### config.mk
export PLATFORM = sky130hd
export DESIGN_NAME = mem_access_stage_flat
export DESIGN_NICKNAME = d
export VERILOG_FILES = /design/src/rtl/mem_access_stage_if.sv /design/src/rtl/mem_access_stage.sv /design/src/flat_wrapper.sv
export SDC_FILE = /design/constraint.sdc
export NUM_CORES = 1
export LEC_CHECK = 0
export CAP_MARGIN = 20
export CORE_AREA = 2 2 103 85
export DETAILED_ROUTE_END_ITERATION = 10
export DIE_AREA = 0 0 105 87
export GPL_TIMING_DRIVEN = 0
export PLACE_DENSITY = 0.78
export SLEW_MARGIN = 30
export SYNTH_ARGS = -nofsm -noshare
export SYNTH_HDL_FRONTEND = slang
export SYNTH_SLANG_ARGS = --single-unit
export TNS_END_PERCENT = 5
### constraint.sdc
create_clock -name clock -period 1.9 [get_ports clock]
set_input_delay 0.285 -clock clock [delete_from_list [all_inputs] [get_ports clock]]
set_output_delay 0.285 -clock clock [all_outputs]
set_load 0.02 [all_outputs]
### src/rtl/mem_access_stage_if.sv
// Data-memory request/acknowledge port used by the MEM stage.
// The stage is the master; the memory (or its bench model) is the slave.
interface mem_access_stage_if #(
    parameter int ADDR_W = 16,
    parameter int DATA_W = 16
);
    logic              mem_req;
    logic              mem_we;
    logic [ADDR_W-1:0] mem_addr;
    logic [DATA_W-1:0] mem_wdata;
    logic              mem_ack;
    logic [DATA_W-1:0] mem_rdata;

    modport master (
        output mem_req, mem_we, mem_addr, mem_wdata,
        input  mem_ack, mem_rdata
    );

    modport slave (
        input  mem_req, mem_we, mem_addr, mem_wdata,
        output mem_ack, mem_rdata
    );
endinterface

### src/rtl/mem_access_stage.sv
// MEM pipeline stage: performs loads and stores over a req/ack memory port.
// It stalls upstream while an access is outstanding and registers the WB bundle.
// An access that never gets an ack is timed out; this squashes the register write
// and raises a sticky error flag.
module mem_access_stage #(
    parameter int DATA_W  = 16,
    parameter int ADDR_W  = 16,
    parameter int REG_AW  = 3,
    parameter int TIMEOUT = 15
) (
    input  logic              clock,
    input  logic              reset_n,
    input  logic              ex_valid,
    input  logic              MemRead,
    input  logic              MemWrite,
    input  logic              MemtoReg,
    input  logic              RegWrite,
    input  logic [REG_AW-1:0] rd,
    input  logic [DATA_W-1:0] resultALU,
    input  logic [DATA_W-1:0] storeData,
    input  logic              flush,
    output logic              stall,
    mem_access_stage_if.master mem,
    output logic              wb_valid,
    output logic              MemtoReg_wb,
    output logic              RegWrite_wb,
    output logic [REG_AW-1:0] rd_wb,
    output logic [DATA_W-1:0] dataReadMEM,
    output logic [DATA_W-1:0] resultALU_wb,
    output logic              mem_err
);
    localparam int CNT_W = $clog2(TIMEOUT) + 1;

    typedef enum logic [0:0] {IDLE = 1'b0, ACCESS = 1'b1} state_t;

    state_t            state_q, state_d;
    logic [CNT_W-1:0]  cnt_q, cnt_d;
    logic              kill_q, kill_d;
    // Bundle fields held while the memory access is in flight
    logic              l_read_q, l_read_d;
    logic              l_m2r_q, l_m2r_d;
    logic              l_rw_q, l_rw_d;
    logic [REG_AW-1:0] l_rd_q, l_rd_d;
    logic [DATA_W-1:0] l_alu_q, l_alu_d;
    // Memory bus registers
    logic              mem_req_q, mem_req_d;
    logic              mem_we_q, mem_we_d;
    logic [ADDR_W-1:0] mem_addr_q, mem_addr_d;
    logic [DATA_W-1:0] mem_wdata_q, mem_wdata_d;
    // WB bundle registers
    logic              wb_valid_q, wb_valid_d;
    logic              m2r_wb_q, m2r_wb_d;
    logic              rw_wb_q, rw_wb_d;
    logic [REG_AW-1:0] rd_wb_q, rd_wb_d;
    logic [DATA_W-1:0] drm_q, drm_d;
    logic [DATA_W-1:0] alu_wb_q, alu_wb_d;
    logic              mem_err_q, mem_err_d;

    logic accept, kill_now;

    assign stall    = (state_q == ACCESS);
    assign accept   = ex_valid & ~flush & (state_q == IDLE);
    // A flush in the completion cycle kills the op just like an earlier one
    assign kill_now = kill_q | flush;

    // Next-state, bus and WB bundle computation
    always_comb begin
        state_d     = state_q;
        cnt_d       = cnt_q;
        kill_d      = kill_q;
        l_read_d    = l_read_q;
        l_m2r_d     = l_m2r_q;
        l_rw_d      = l_rw_q;
        l_rd_d      = l_rd_q;
        l_alu_d     = l_alu_q;
        mem_req_d   = mem_req_q;
        mem_we_d    = mem_we_q;
        mem_addr_d  = mem_addr_q;
        mem_wdata_d = mem_wdata_q;
        wb_valid_d  = wb_valid_q;
        m2r_wb_d    = m2r_wb_q;
        rw_wb_d     = rw_wb_q;
        rd_wb_d     = rd_wb_q;
        drm_d       = drm_q;
        alu_wb_d    = alu_wb_q;
        mem_err_d   = mem_err_q;

        case (state_q)
            IDLE: begin
                // The write enable only accompanies a valid bundle, so a
                // register is never written twice.
                wb_valid_d = 1'b0;
                rw_wb_d    = 1'b0;
                if (accept) begin
                    if (MemRead | MemWrite) begin
                        l_read_d    = MemRead & ~MemWrite;
                        l_m2r_d     = MemtoReg;
                        l_rw_d      = RegWrite;
                        l_rd_d      = rd;
                        l_alu_d     = resultALU;
                        mem_req_d   = 1'b1;
                        mem_we_d    = MemWrite;
                        mem_addr_d  = resultALU[ADDR_W-1:0];
                        mem_wdata_d = storeData;
                        cnt_d       = '0;
                        kill_d      = 1'b0;
                        state_d     = ACCESS;
                    end else begin
                        wb_valid_d = 1'b1;
                        m2r_wb_d   = MemtoReg;
                        rw_wb_d    = RegWrite;
                        rd_wb_d    = rd;
                        drm_d      = '0;
                        alu_wb_d   = resultALU;
                    end
                end
            end
            ACCESS: begin
                m2r_wb_d = l_m2r_q;
                rd_wb_d  = l_rd_q;
                alu_wb_d = l_alu_q;
                if (mem.mem_ack) begin
                    mem_req_d  = 1'b0;
                    drm_d      = l_read_q ? mem.mem_rdata : '0;
                    wb_valid_d = ~kill_now;
                    rw_wb_d    = l_rw_q & ~kill_now;
                    state_d    = IDLE;
                end else if (cnt_q == CNT_W'(TIMEOUT - 1)) begin
                    mem_req_d  = 1'b0;
                    mem_err_d  = 1'b1;
                    drm_d      = '0;
                    wb_valid_d = 1'b1;
                    rw_wb_d    = 1'b0;
                    state_d    = IDLE;
                end else begin
                    cnt_d  = cnt_q + 1'b1;
                    kill_d = kill_now;
                end
            end
            default: state_d = IDLE;
        endcase
    end

    // State registers; reset clears everything, including an in-flight request
    always_ff @(posedge clock or negedge reset_n) begin
        if (!reset_n) begin
            state_q     <= IDLE;
            cnt_q       <= '0;
            kill_q      <= 1'b0;
            l_read_q    <= 1'b0;
            l_m2r_q     <= 1'b0;
            l_rw_q      <= 1'b0;
            l_rd_q      <= '0;
            l_alu_q     <= '0;
            mem_req_q   <= 1'b0;
            mem_we_q    <= 1'b0;
            mem_addr_q  <= '0;
            mem_wdata_q <= '0;
            wb_valid_q  <= 1'b0;
            m2r_wb_q    <= 1'b0;
            rw_wb_q     <= 1'b0;
            rd_wb_q     <= '0;
            drm_q       <= '0;
            alu_wb_q    <= '0;
            mem_err_q   <= 1'b0;
        end else begin
            state_q     <= state_d;
            cnt_q       <= cnt_d;
            kill_q      <= kill_d;
            l_read_q    <= l_read_d;
            l_m2r_q     <= l_m2r_d;
            l_rw_q      <= l_rw_d;
            l_rd_q      <= l_rd_d;
            l_alu_q     <= l_alu_d;
            mem_req_q   <= mem_req_d;
            mem_we_q    <= mem_we_d;
            mem_addr_q  <= mem_addr_d;
            mem_wdata_q <= mem_wdata_d;
            wb_valid_q  <= wb_valid_d;
            m2r_wb_q    <= m2r_wb_d;
            rw_wb_q     <= rw_wb_d;
            rd_wb_q     <= rd_wb_d;
            drm_q       <= drm_d;
            alu_wb_q    <= alu_wb_d;
            mem_err_q   <= mem_err_d;
        end
    end

    assign mem.mem_req   = mem_req_q;
    assign mem.mem_we    = mem_we_q;
    assign mem.mem_addr  = mem_addr_q;
    assign mem.mem_wdata = mem_wdata_q;
    assign wb_valid      = wb_valid_q;
    assign MemtoReg_wb   = m2r_wb_q;
    assign RegWrite_wb   = rw_wb_q;
    assign rd_wb         = rd_wb_q;
    assign dataReadMEM   = drm_q;
    assign resultALU_wb  = alu_wb_q;
    assign mem_err       = mem_err_q;
endmodule

### src/flat_wrapper.sv
// flat-port wrapper written by rule: the top's interface ports become plain ports
module mem_access_stage_flat 
#(
    parameter int DATA_W  = 16,
    parameter int ADDR_W  = 16,
    parameter int REG_AW  = 3,
    parameter int TIMEOUT = 15
)
  (clock, reset_n, ex_valid, MemRead, MemWrite, MemtoReg, RegWrite, rd, resultALU, storeData, flush, stall, wb_valid, MemtoReg_wb, RegWrite_wb, rd_wb, dataReadMEM, resultALU_wb, mem_err, mem_mem_req, mem_mem_we, mem_mem_addr, mem_mem_wdata, mem_mem_ack, mem_mem_rdata);
  mem_access_stage_if #(.ADDR_W(ADDR_W), .DATA_W(DATA_W)) mem_i ();
  input  logic clock;
  input  logic reset_n;
  input  logic ex_valid;
  input  logic MemRead;
  input  logic MemWrite;
  input  logic MemtoReg;
  input  logic RegWrite;
  input  logic [REG_AW-1:0] rd;
  input  logic [DATA_W-1:0] resultALU;
  input  logic [DATA_W-1:0] storeData;
  input  logic flush;
  output logic stall;
  output logic wb_valid;
  output logic MemtoReg_wb;
  output logic RegWrite_wb;
  output logic [REG_AW-1:0] rd_wb;
  output logic [DATA_W-1:0] dataReadMEM;
  output logic [DATA_W-1:0] resultALU_wb;
  output logic mem_err;
  output wire logic [$bits(mem_i.mem_req)-1:0] mem_mem_req;
  output wire logic [$bits(mem_i.mem_we)-1:0] mem_mem_we;
  output wire logic [$bits(mem_i.mem_addr)-1:0] mem_mem_addr;
  output wire logic [$bits(mem_i.mem_wdata)-1:0] mem_mem_wdata;
  input wire logic [$bits(mem_i.mem_ack)-1:0] mem_mem_ack;
  input wire logic [$bits(mem_i.mem_rdata)-1:0] mem_mem_rdata;
  assign mem_mem_req = mem_i.mem_req;
  assign mem_mem_we = mem_i.mem_we;
  assign mem_mem_addr = mem_i.mem_addr;
  assign mem_mem_wdata = mem_i.mem_wdata;
  assign mem_i.mem_ack = mem_mem_ack;
  assign mem_i.mem_rdata = mem_mem_rdata;
  mem_access_stage #(.DATA_W(DATA_W), .ADDR_W(ADDR_W), .REG_AW(REG_AW), .TIMEOUT(TIMEOUT)) u_core (.clock(clock), .reset_n(reset_n), .ex_valid(ex_valid), .MemRead(MemRead), .MemWrite(MemWrite), .MemtoReg(MemtoReg), .RegWrite(RegWrite), .rd(rd), .resultALU(resultALU), .storeData(storeData), .flush(flush), .stall(stall), .mem(mem_i), .wb_valid(wb_valid), .MemtoReg_wb(MemtoReg_wb), .RegWrite_wb(RegWrite_wb), .rd_wb(rd_wb), .dataReadMEM(dataReadMEM), .resultALU_wb(resultALU_wb), .mem_err(mem_err));
endmodule
==> results of run 1 <==
[per-layer routing]
layer	GRT usage	up-vias	part of all wire
met4	0.04000	0	0.0079
met2	0.3347	129	0.46
met1	0.2791	1434	0.45
met3	0.07704	7	0.082
li1	-	1395	-
met5	0	-	0
[through the flow]
stage / TNS (ns) / hold WS, ns
after global routing: 0 / 0.4443
final: 0 / 0.4295
after global placement: -223.49 / 0.4548
after CTS: 0 / 0.4187
after floorplan: 0 / -0.01059
after detailed placement: -10.97 / 0.2282
[final timing paths]
kind                                                      start                                   end  slack, ns  cells after the start
min in group clock                                storeData[10]  u_core.mem.mem_wdata[10]$_DFFE_PN0P_       0.46                      3
min                                                     reset_n         u_core.l_alu_q[0]$_DFFE_PN0P_       0.43                      2
max reg2reg                         u_core.cnt_q[0]$_DFFE_PN0P_           u_core.cnt_q[4]$_DFFE_PN0P_       0.11                      7
max                                                       flush        u_core.RegWrite_wb$_DFFE_PN0P_       0.11                      6
min reg2reg                u_core.mem.mem_wdata[10]$_DFFE_PN0P_  u_core.mem.mem_wdata[10]$_DFFE_PN0P_       0.48                      2
max in group asynchronous                               reset_n                u_core.stall$_DFF_PN0_       0.91                      3
[synthesized netlist by cell type (all sizes together)]
cell	n
o221ai	1
nor4b	1
nand4b	1
nand2	100
and3	2
and4b	1
o21a	2
a222oi	11
a31o	1
nand2b	2
o22ai	10
dfrtp	86
or2	2
nand3	2
nand4	2
o21ai	13
mux2i	1
or3	1
nor2	5
clkbuf	8
nor3b	1
a21oi	13
o311ai	1
ha	2
a31oi	1
inv	24
buf	11
o211ai	1
a22o	17
nor2b	1
[critical path, delay by kind of cell]
kind | cells | cell delay (ns)
buffers and inverters | 2 | 0.80
and+or+nand+nor | 3 | 0.77
AOI/OAI and AO/OA | 1 | 0.20
[flip-flops by register name, summed over array words and instances (netlist names)]
register              cells
u_core.rd_wb              3
u_core.wb_valid           1
u_core.mem.mem_req        1
u_core.stall              1
u_core.mem_err            1
u_core.mem.mem_wdata     16
u_core.cnt_q              5
u_core.l_rd_q             3
u_core.resultALU_wb      16
u_core.RegWrite_wb        1
u_core.l_read_q           1
u_core.l_rw_q             1
u_core.l_m2r_q            1
u_core.MemtoReg_wb        1
u_core.kill_q             1
u_core.dataReadMEM       16
u_core.l_alu_q           16
u_core.mem.mem_we         1
[power groups by stage]
stage	clock [mW]	combinational [mW]	sequential, mW
final	1.33	2.12	2.54
after global routing	1.45	2.27	2.59
after CTS	1.37	2.14	2.54
after detailed placement	0	2.13	2.57
after global placement	0	2.07	2.55
after floorplan	0	0.539	3.01
[cells by family after synthesis]
logic type / after synthesis
AO/OA/AOI/OAI: 71
flip-flops: 86
AND/OR/NAND/NOR: 121
adder cells (fa/ha/maj): 2
multiplexers: 1
buffers and inverters: 43
[cell usage in the layout (no fill, tap or decap), types with 4 or more instances in the layout]
master	netlist	routed
buf_6	3	4
nand2_1	99	99
o21ai_0	12	12
clkdlybuf4s50_1	0	132
buf_2	7	7
nor2_1	5	5
dfrtp_1	86	85
o22ai_1	10	10
clkbuf_8	0	11
a21oi_1	13	13
a222oi_1	11	11
a22o_1	17	17
inv_1	24	24
clkbuf_1	8	7
[repair_timing]
action / CTS / global route
setup endpoints to repair: 0 / 13
hold buffers: 1 / 0
endpoints found under the hold margin: 41 / 0
resized for setup: 0 / 6
[area by class of cell]
type | instances | area [µm²] | area share
Inverter | 24 | 90.09 | 0.01750
Clock buffer | 12 | 155.1 | 0.03013
Clock inverter | 4 | 53.80 | 0.01045
Timing Repair Buffer | 135 | 1370 | 0.2661
Buffer | 19 | 108.9 | 0.02114
Tap cell | 112 | 140.1 | 0.02722
Sequential cell | 86 | 2153 | 0.4182
Multi-Input combinational cell | 195 | 1077 | 0.2092
==> metrics.cfg, run 1 <==
[synthesis]
syn_area_per_cell_um2 = 10.57
ys_ff_latch = 86
synth.largest_area_cell = dfrtp_1
synth_top_family_by_area = simple AND/OR/NAND/NOR gates
synth_top_area_frac = 0.6287
syn-instance-count = 324
syn_area_mm2 = 0.003423
syn_nets = 386
synth_simple_gate_area_frac = 0.1557
synthAdderAreaFrac = 0.007310
ys_types = 34
ys_warn_count = 0
synth-xor-area-share = 0
synth_area_leaders = dfrtp_1 (63%), nand2_1 (11%), a22o_1 (4.3%), a222oi_1 (3.2%), inv_1 (2.6%)
ys_seq_area_frac = 0.6287
synth-compound-area-share = 0.1480
synth.area.mux_share = 0.002924

[die]
core_area_mm2 = 0.008183
die_h_um = 87
io_pins = 134
rows = 30
initial_utilization = 0.4183
die_w_um = 105
dieArea_mm2 = 0.009135

[global_route]
grt-ovfl-total = 0
grt_max_degree = 46
grt_use_total = 0.2095
grt_antenna_before_repair = 0
grt_pass1_wl_um = 15070
grt_pass1_vias = 2964

[critical_path]
startpoint_type = primary input
cp_cell_sequence = clkdlybuf4s50_1 -> nor4b_4 -> nor2b_2 -> buf_2 -> nand2_1 -> a31oi_1
critPathKind = primary input to flip-flop
crit_required_ns = 2.16
crit_slowest_cell = clkdlybuf4s50_1
path_max_fanout = 10
arrival_ns = 2.05
slowest_delay_ns = 0.53
end_kind = flip-flop

[sta]
finalHoldViolations = 0
slew_headroom = 0.6491
fin_ws_ns = 0.1069
finalMaxSlewViolations = 0
grt_setup_unrepaired = no
layout_min_cycle_time_ns = 1.793
tightest_slew_ns = 0.5263
finClkSkew_ns = 0.007628
setup_viol = 0
fin_crit_sh = 0.9437
maxClockFrequency_mhz = 557.7

[layout]
fillers = 700
diodes = 0
area_growth_pct = 50.40
drive_gt1_frac = 0.07789
stdcell_count = 587
utilization = 0.6292
fin_area_mm2 = 0.005149
fin_nets = 532

[route]
antenna_left = 0
drc = 0
drtPass1Iterations = 4
vias_per_cell = 5.051
num_vias = 2965
drt-initial-drc-count = 148
wl_per_cell_um = 15.92
routed_wl_um = 9343

[clocking]
htree_levels = 3
clock_latency_ns = 0.35
path_clk_slew_ns = 0.08
cts.path.max_buffers = 2
clockRootBuffer = clkbuf_8
cts_tree = done
cts_sinks = 86
cts_made_buffers = 9
post_cts_buffers = 0

[pwr]
p_clk_frac = 0.222
p_sw_mw = 1.999
p_leak_nw = 2.395
p_int_mw = 3.994
p_sw_frac = 0.3336
power_mw = 5.993
power_frac_seq = 0.423
p_per_area_mw_per_mm2 = 1164
p_comb_frac = 0.354
peakVddDrop_mv = 0.5049

[placed_design]
dp_cells = 570
numPortBuffers = 133
dp_hpwl_um = 6778
place_area_mm2 = 0.004923
gp_congestion = 0.7963
preCtsSetupSlack_ns = -0.3508

[job]
drv_cap = 0

[min_path]
hp-class = primary input to asynchronous set/reset pin

[status]
outcome = finished clean

(Power assumes the default switching activity.)
==> inputs of run 2 (changes only) <==
Settings changed: TNS_END_PERCENT 5 to not set.
==> results of run 2 <==
Same layout as run 1: the final DEF is identical, and so are final timing and power.
